[src/rtl/fdc_decimator.sv]
// fdc_decimator: block-sum decimator behind the frequency-to-digital converter.
// Sums blocks of 2^dec_sel converter samples and presents each finished block
// as a raw sum plus a truncated mean. Results sit in a valid/ready holding
// register, and a sticky flag records any block that had to be thrown away.
module fdc_decimator #(
    parameter int  IN_W      = 5,
    parameter int  LOG2_NMAX = 5,
    localparam int OUT_W     = IN_W + LOG2_NMAX
) (
    input  logic             clk,
    input  logic             reset,
    input  logic             enable,
    input  logic [2:0]       dec_sel,
    input  logic [IN_W-1:0]  in_data,
    input  logic             in_valid,
    input  logic             out_ready,
    input  logic             overrun_clr,
    output logic [OUT_W-1:0] out_sum,
    output logic [IN_W-1:0]  out_mean,
    output logic             out_valid,
    output logic             busy,
    output logic             overrun
);

    // The sample counter must be able to hold 2^LOG2_NMAX itself, one bit wider
    // than the selector range.
    localparam int CNT_W = LOG2_NMAX + 1;

    localparam logic [0:0] ST_IDLE  = 1'b0;
    localparam logic [0:0] ST_ACCUM = 1'b1;

    localparam logic [2:0]       SEL_MAX = 3'(LOG2_NMAX);
    localparam logic [CNT_W-1:0] CNT_ONE = {{(CNT_W-1){1'b0}}, 1'b1};

    // Architectural state
    logic [0:0]       r_state;
    logic [OUT_W-1:0] r_acc;
    logic [CNT_W-1:0] r_cnt;
    logic [2:0]       r_blk_sel;
    logic [OUT_W-1:0] r_out_sum;
    logic [IN_W-1:0]  r_out_mean;
    logic             r_out_valid;
    logic             r_overrun;

    // Decode of the current cycle
    logic [2:0]       w_sel_clamped;
    logic             w_in_accum;
    logic             w_start;
    logic             w_abort;
    logic             w_accept;
    logic [CNT_W-1:0] w_cnt_next;
    logic [CNT_W-1:0] w_blk_len;
    logic             w_done;
    logic [OUT_W-1:0] w_in_ext;
    logic [OUT_W-1:0] w_result;
    logic [IN_W-1:0]  w_mean;
    logic             w_consume;
    logic             w_load;
    logic             w_drop;

    // Selectors above the largest supported block length behave as the largest.
    assign w_sel_clamped = (dec_sel > SEL_MAX) ? SEL_MAX : dec_sel;

    assign w_in_accum = (r_state == ST_ACCUM);
    assign w_start    = !w_in_accum && enable;
    assign w_abort    = w_in_accum && !enable;

    // A sample is only taken while accumulating and still enabled; a strobe that
    // arrives together with the abort is ignored.
    assign w_accept   = w_in_accum && enable && in_valid;

    // Block ends when the sample being accepted is the 2^blk_sel-th one, so the
    // comparison uses the post-increment count.
    assign w_cnt_next = r_cnt + CNT_ONE;
    assign w_blk_len  = CNT_ONE << r_blk_sel;
    assign w_done     = w_accept && (w_cnt_next == w_blk_len);

    // The final sample is folded into the result directly so the block closes on
    // the same edge that accepts it.
    assign w_in_ext   = {{LOG2_NMAX{1'b0}}, in_data};
    assign w_result   = r_acc + w_in_ext;

    // Dividing by the block length is a right shift; the quotient of a full
    // block never exceeds the largest sample, so IN_W bits always suffice.
    assign w_mean     = IN_W'(w_result >> r_blk_sel);

    // Output handshake. A result finishing while the consumer takes the old one
    // replaces it without a gap; finishing while the old one is still pending
    // loses the new block.
    assign w_consume  = r_out_valid && out_ready;
    assign w_load     = w_done && (!r_out_valid || out_ready);
    assign w_drop     = w_done && r_out_valid && !out_ready;

    // Control FSM: enable starts accumulation, dropping enable abandons it.
    always_ff @(posedge clk) begin
        if (reset) begin
            r_state <= ST_IDLE;
        end else if (w_start) begin
            r_state <= ST_ACCUM;
        end else if (w_abort) begin
            r_state <= ST_IDLE;
        end
    end

    // Running sum and sample count; cleared at every block start, end or abort.
    always_ff @(posedge clk) begin
        if (reset) begin
            r_acc <= '0;
            r_cnt <= '0;
        end else if (w_start || w_abort || w_done) begin
            r_acc <= '0;
            r_cnt <= '0;
        end else if (w_accept) begin
            r_acc <= w_result;
            r_cnt <= w_cnt_next;
        end
    end

    // Block length is captured only at block boundaries so mid-block selector
    // changes cannot corrupt the block in progress.
    always_ff @(posedge clk) begin
        if (reset) begin
            r_blk_sel <= '0;
        end else if (w_start || w_done) begin
            r_blk_sel <= w_sel_clamped;
        end
    end

    // Holding register for the latest result; contents stay frozen until loaded.
    always_ff @(posedge clk) begin
        if (reset) begin
            r_out_sum   <= '0;
            r_out_mean  <= '0;
            r_out_valid <= 1'b0;
        end else if (w_load) begin
            r_out_sum   <= w_result;
            r_out_mean  <= w_mean;
            r_out_valid <= 1'b1;
        end else if (w_consume) begin
            r_out_valid <= 1'b0;
        end
    end

    // Sticky overrun flag; a new drop beats a simultaneous clear.
    always_ff @(posedge clk) begin
        if (reset) begin
            r_overrun <= 1'b0;
        end else if (w_drop) begin
            r_overrun <= 1'b1;
        end else if (overrun_clr) begin
            r_overrun <= 1'b0;
        end
    end

    assign out_sum   = r_out_sum;
    assign out_mean  = r_out_mean;
    assign out_valid = r_out_valid;
    assign busy      = w_in_accum;
    assign overrun   = r_overrun;

endmodule

[config.mk]
export PLATFORM = sky130hd
export DESIGN_NAME = fdc_decimator
export DESIGN_NICKNAME = d
export VERILOG_FILES = /design/src/rtl/fdc_decimator.sv
export SDC_FILE = /design/constraint.sdc
export NUM_CORES = 1
export LEC_CHECK = 0
export BUFFER_PORTS_ARGS = -buffer_cell sky130_fd_sc_hd__buf_2
export CORE_ASPECT_RATIO = 1.4
export CORE_MARGIN = 8
export CORE_UTILIZATION = 23
export DETAILED_ROUTE_END_ITERATION = 10
export HOLD_SLACK_MARGIN = 0.03
export SLEW_MARGIN = 20
export SYNTH_ARGS = -nofsm -noshare
export SYNTH_HDL_FRONTEND = slang
export SYNTH_SLANG_ARGS = --single-unit
export TNS_END_PERCENT = 20
[constraint.sdc]
create_clock -name clk -period 2.5 [get_ports clk]
set_clock_uncertainty 0.05 [all_clocks]
set_input_delay 0.25 -clock clk [delete_from_list [all_inputs] [get_ports clk]]
set_output_delay 0.25 -clock clk [all_outputs]
set_load 0.03 [all_outputs]
* Yosys cells after proc, flatten, opt, wreduce, memory -nomap -nowiden
Index checks and enable logic that the tools add are counted.
W data, S select, Z words.
** Cells by class
- Shifts and indexed selects :: 2
- Reduce and logical (&&, ||, !) cells :: 21
- Muxes and demuxes :: 7
- $lt $le $gt $ge :: 1
- $add $sub $neg :: 2
- Eq/ne operators :: 1
** Operator list (count)
- $add A10 B5 Y10 :: 1
- $shr A10 B3 Y5 :: 1
- $logic_and A1 B1 Y1 :: 9
- $add A6 B1 Y6 const B :: 1
- $eq A6 B6 Y1 :: 1
- $mux W1 :: 6
- $reduce_bool A2 Y1 :: 3
- $shl A1 B3 Y6 const A :: 1
- $logic_not A1 Y1 :: 4
- $logic_or A1 B1 Y1 :: 4
- $gt A3 B3 Y1 const B :: 1
- $mux W3 :: 1
- $reduce_or A2 Y1 :: 1
** Storage, ports and cells
- Input bits :: 14
- Output and inout bits :: 18
- Logic and storage cells :: 42
- Register bits after elaboration :: 37

* Depth between registers and ports, before layout
- Depth after elaboration :: 6
- Gate-level depth with buffers :: 10
- Gate-level depth less buffers :: 10

* Worst setup path before layout
OpenSTA, ideal clock, no wires.
- Path kind :: register to register
- Start :: reg r_cnt[0]
- End :: reg r_out_sum[0] (netlist: out_sum[0])
- Setup slack :: -0.028 ns
- Library setup time :: 0.128 ns
- Cell stages (with the launch flop) :: 10
- Arrival time :: 2.351 ns
- Clock period less this slack :: 2.528 ns
- Required time :: 2.322 ns
- Path buffers :: 1
- Cell sequence :: dfxtp_1 -> ha_1 -> nand3_1 -> xor2_1 -> or4b_1 -> a31o_1 -> a211oi_4 -> buf_6 -> mux2i_1 -> nor2_1
** Between the ends
- Word-level cells in the longest chain between the ends :: 4
** RTL lines
- start, declared :: line 38 : logic [CNT_W-1:0] r_cnt;
- start signal, assigned :: line 115 : r_cnt <= w_cnt_next;
- $add A6 B1 Y6 :: line 74 : assign w_cnt_next = r_cnt + CNT_ONE;
- $eq A6 B6 Y1 :: line 76 : assign w_done = w_accept && (w_cnt_next == w_blk_len);
- $logic_and A1 B1 Y1 :: line 76
- $logic_and A1 B1 Y1 :: line 91 : assign w_load = w_done && (!r_out_valid || out_ready);
- end signal, assigned :: line 136 : r_out_sum <= w_result;
- end, declared :: line 40 : logic [OUT_W-1:0] r_out_sum;
No other way between the ends.
A chain may end at the register's enable or synchronous reset.

* Worst setup path after layout
- Start :: reg r_cnt[0]
- End :: reg r_out_sum[5] (netlist: out_sum[5])
The elaborated chain is that of the path after synthesis.

==> qor.yml <==
synthMuxAreaShare: 0.0589
yosys.area.top_type: "dfxtp_1"
worstPathMaxFanout: 6
routed_wirelength_um: 6530
grt_pass1_vias: 2215
htree_levels: 2
cts_tree: "done"
synth_seq_cells: 37
min_to: "overrun$_SDFFE_PP0P_"
setup_slack_ns: 0.00755
synth_top_area_share: 0.329
r2r_slack_ns: 0.008
nFillCells: 971
wl_met3_um: 197
synthArstFlopShare: 0
reg2reg_to: "out_sum[5]$_SDFFE_PP0P_"
ios: 32
powerDensity_nw_per_um2: 460
avgSynthCellArea_um2: 8.38
die_h_um: 133
timing.final.crit_share: 0.997
wl_met1_um: 2640
syn_area_um2: 2250
design.core.area_um2: 9510
via_count: 2204
synth.most_common_cell: "nor2_1"
cts-buffers-inserted: 5
p_leak_nw: 1.22
worst_pin_slew_ns: 0.540
via_per_inst: 4.73
netlist_top_cells_count: "nor2_1, dfxtp_1, nand2_1, a21oi_1, clkbuf_1"
groute.usage.overall: 0.0964
slew_headroom: 0.631
max_freq_ghz: 0.401
ys_seq_area_frac: 0.329
r2r_start: "r_cnt[0]$_SDFFE_PP0P_"
status: "complete, no violations"
port_buffers: 31
ant_nets: 0
synth.distinct_cells: 50
drv_cap: 0
wl_per_cell_um: 14.0
ir_worst_vdd_v: 0.000420
rows: 42
cp-start-kind: "register"
hp-class: "in -> reg"
drc: 0
dp_hpwl_um: 4600
synth_edf_count: 0
dieArea_um2: 13300
hold_slack_ns: 0.174
layout.nets: 356
start_util: 0.237
synth-compound-area-share: 0.226
place_ws_ns: -0.0587
synth_area_leaders: "dfxtp_1, nor2_1, mux2i_1"
die_w_um: 99.7
reg2regPathDepth: 10
antenna_found_initial: 0
hold_viol: 0
first_pass_iters: 4
power_mw: 1.48
crit_start: "r_cnt[0]$_SDFFE_PP0P_"
layout.cells.non_filler: 466
synth_top_family_by_area: "compound AO/OA/AOI/OAI gates"
drive_gt1_frac: 0.374
cp.arrival_ns: 2.60
hold_path_depth: 3
grt_pass1_wl_um: 10400
syn_nets: 292
synth_flop_cell: "dfxtp_1"
routed.top_layer: "met4"
finalWeightedCongestion: 0.860
cts-root-buf: "clkbuf_16"
synth_xor_area_frac: 0.0777
grt_remaining_overflow: 0
area_growth_pct: 42.6
synth_fa_ha_area_frac: 0.0533
synth_simple_gate_area_frac: 0.202
setup_violations: 0
place_area_um2: 2780
placed_cells: 450
slew_violations: 0
grt_setup_unrepaired: "true"
clock_sinks: 37
clk_pin_slew_worst_paths_ns: 0.05
cp.required_ns: 2.61
wl_met2_um: 3460
finalSetupTns_ns: 0
clk_latency_ns: 0.29
cts_buffer_depth: 2
yosys_warnings: 0
finalCriticalPeriod_ns: 2.49
critical_path_class: "reg -> reg"
final_util: 0.338
final_area_um2: 3210
holdCritStartpoint: "overrun_clr"
setup.worst_path.end_class: "register"
postCtsHoldBufs: 0
antenna_cells: 0
synthCells: 269
grt_max_degree: 23
drtIter0Drc: 107
[final cells by class]
type,count,area (µm²),area share
Inverter,10,37.5,0.0117
Clock buffer,8,136,0.0424
Timing Repair Buffer,74,549,0.171
Multi-Input combinational cell,205,1570,0.490
Sequential cell,37,752,0.234
Tap cell,132,165,0.0514
[per-layer routing]
| layer | vias to the layer above | global-route usage |
|---|---|---|
| met4 | 0 | 0.0566 |
| met3 | 19 | 0.0229 |
| met2 | 53 | 0.177 |
| met5 | - | 0 |
| met1 | 1043 | 0.0950 |
| li1 | 1089 | - |
[worst max-delay path by stage]
stage | depth (start not counted) | endpoint | slack [ns]
global placement | 9 | out_sum[2]$_SDFFE_PP0P_ | -0.009
CTS | 10 | out_sum[2]$_SDFFE_PP0P_ | -0.01
detailed placement | 9 | out_sum[2]$_SDFFE_PP0P_ | -0.06
floorplan | 9 | out_sum[0]$_SDFFE_PP0P_ | 0.003
global route | 11 | out_sum[6]$_SDFFE_PP0P_ | -0.09
finish | 10 | out_sum[5]$_SDFFE_PP0P_ | 0.008
[kinds of logic after synthesis]
group           Yosys count
xor+xnor                 20
compound gates           67
flops                    37
buf+inv                  27
fa+ha+maj                 9
simple gates             97
mux                      12
[power by group]
part           internal [mW]  switching (mW)
Combinational          0.116           0.142
Sequential             0.600          0.0123
Clock                  0.371           0.239
Total                   1.09           0.393
[registers in the layout, indices dropped and copies added, names as in the netlist]
| name | flops |
|---|---|
| out_sum | 10 |
| r_acc | 10 |
| r_cnt | 6 |
| out_mean | 5 |
| r_blk_sel | 3 |
| busy | 1 |
| out_valid | 1 |
| overrun | 1 |
[cell usage in the layout, fill, tap and decap left out, types with 2 or more instances in the layout]
cell	instances
o21ai_2	3
a31oi_1	3
a211oi_1	5
mux2i_1	10
buf_4	38
nand4_1	3
a221oi_2	2
nand3_1	7
a211oi_2	9
nor2_1	38
clkbuf_1	3
buf_12	2
xor2_1	8
and3_1	3
xnor2_1	8
buf_2	31
dfxtp_4	2
inv_1	8
ha_2	2
nor2b_1	3
clkbuf_16	6
dfxtp_2	3
dfxtp_1	32
ha_1	5
nor3_1	6
o21ai_0	8
xor2_2	2
nand2_1	22
a221oi_1	3
a21oi_1	14
nand2b_1	3
[worst max-delay path: stages (launching register included)]
cell	delay, ns
dfxtp_4	0.37
ha_4	0.15
nand3_4	0.09
xor2_4	0.16
or4b_1	0.52
a31o_4	0.26
a211oi_4	0.23
buf_6	0.16
clkbuf_16	0.14
mux2i_1	0.17
nor2_1	0.05
[timing repair]
| action | 4_1_cts | 5_1_grt |
|---|---|---|
| setup endpoints to repair | 15 | 34 |
| cloned | 1 | 1 |
| resized for setup | 8 | 33 |
| buffers inserted | 3 | 3 |
| pin swaps | 4 | 12 |
(Power assumes the default switching activity.)
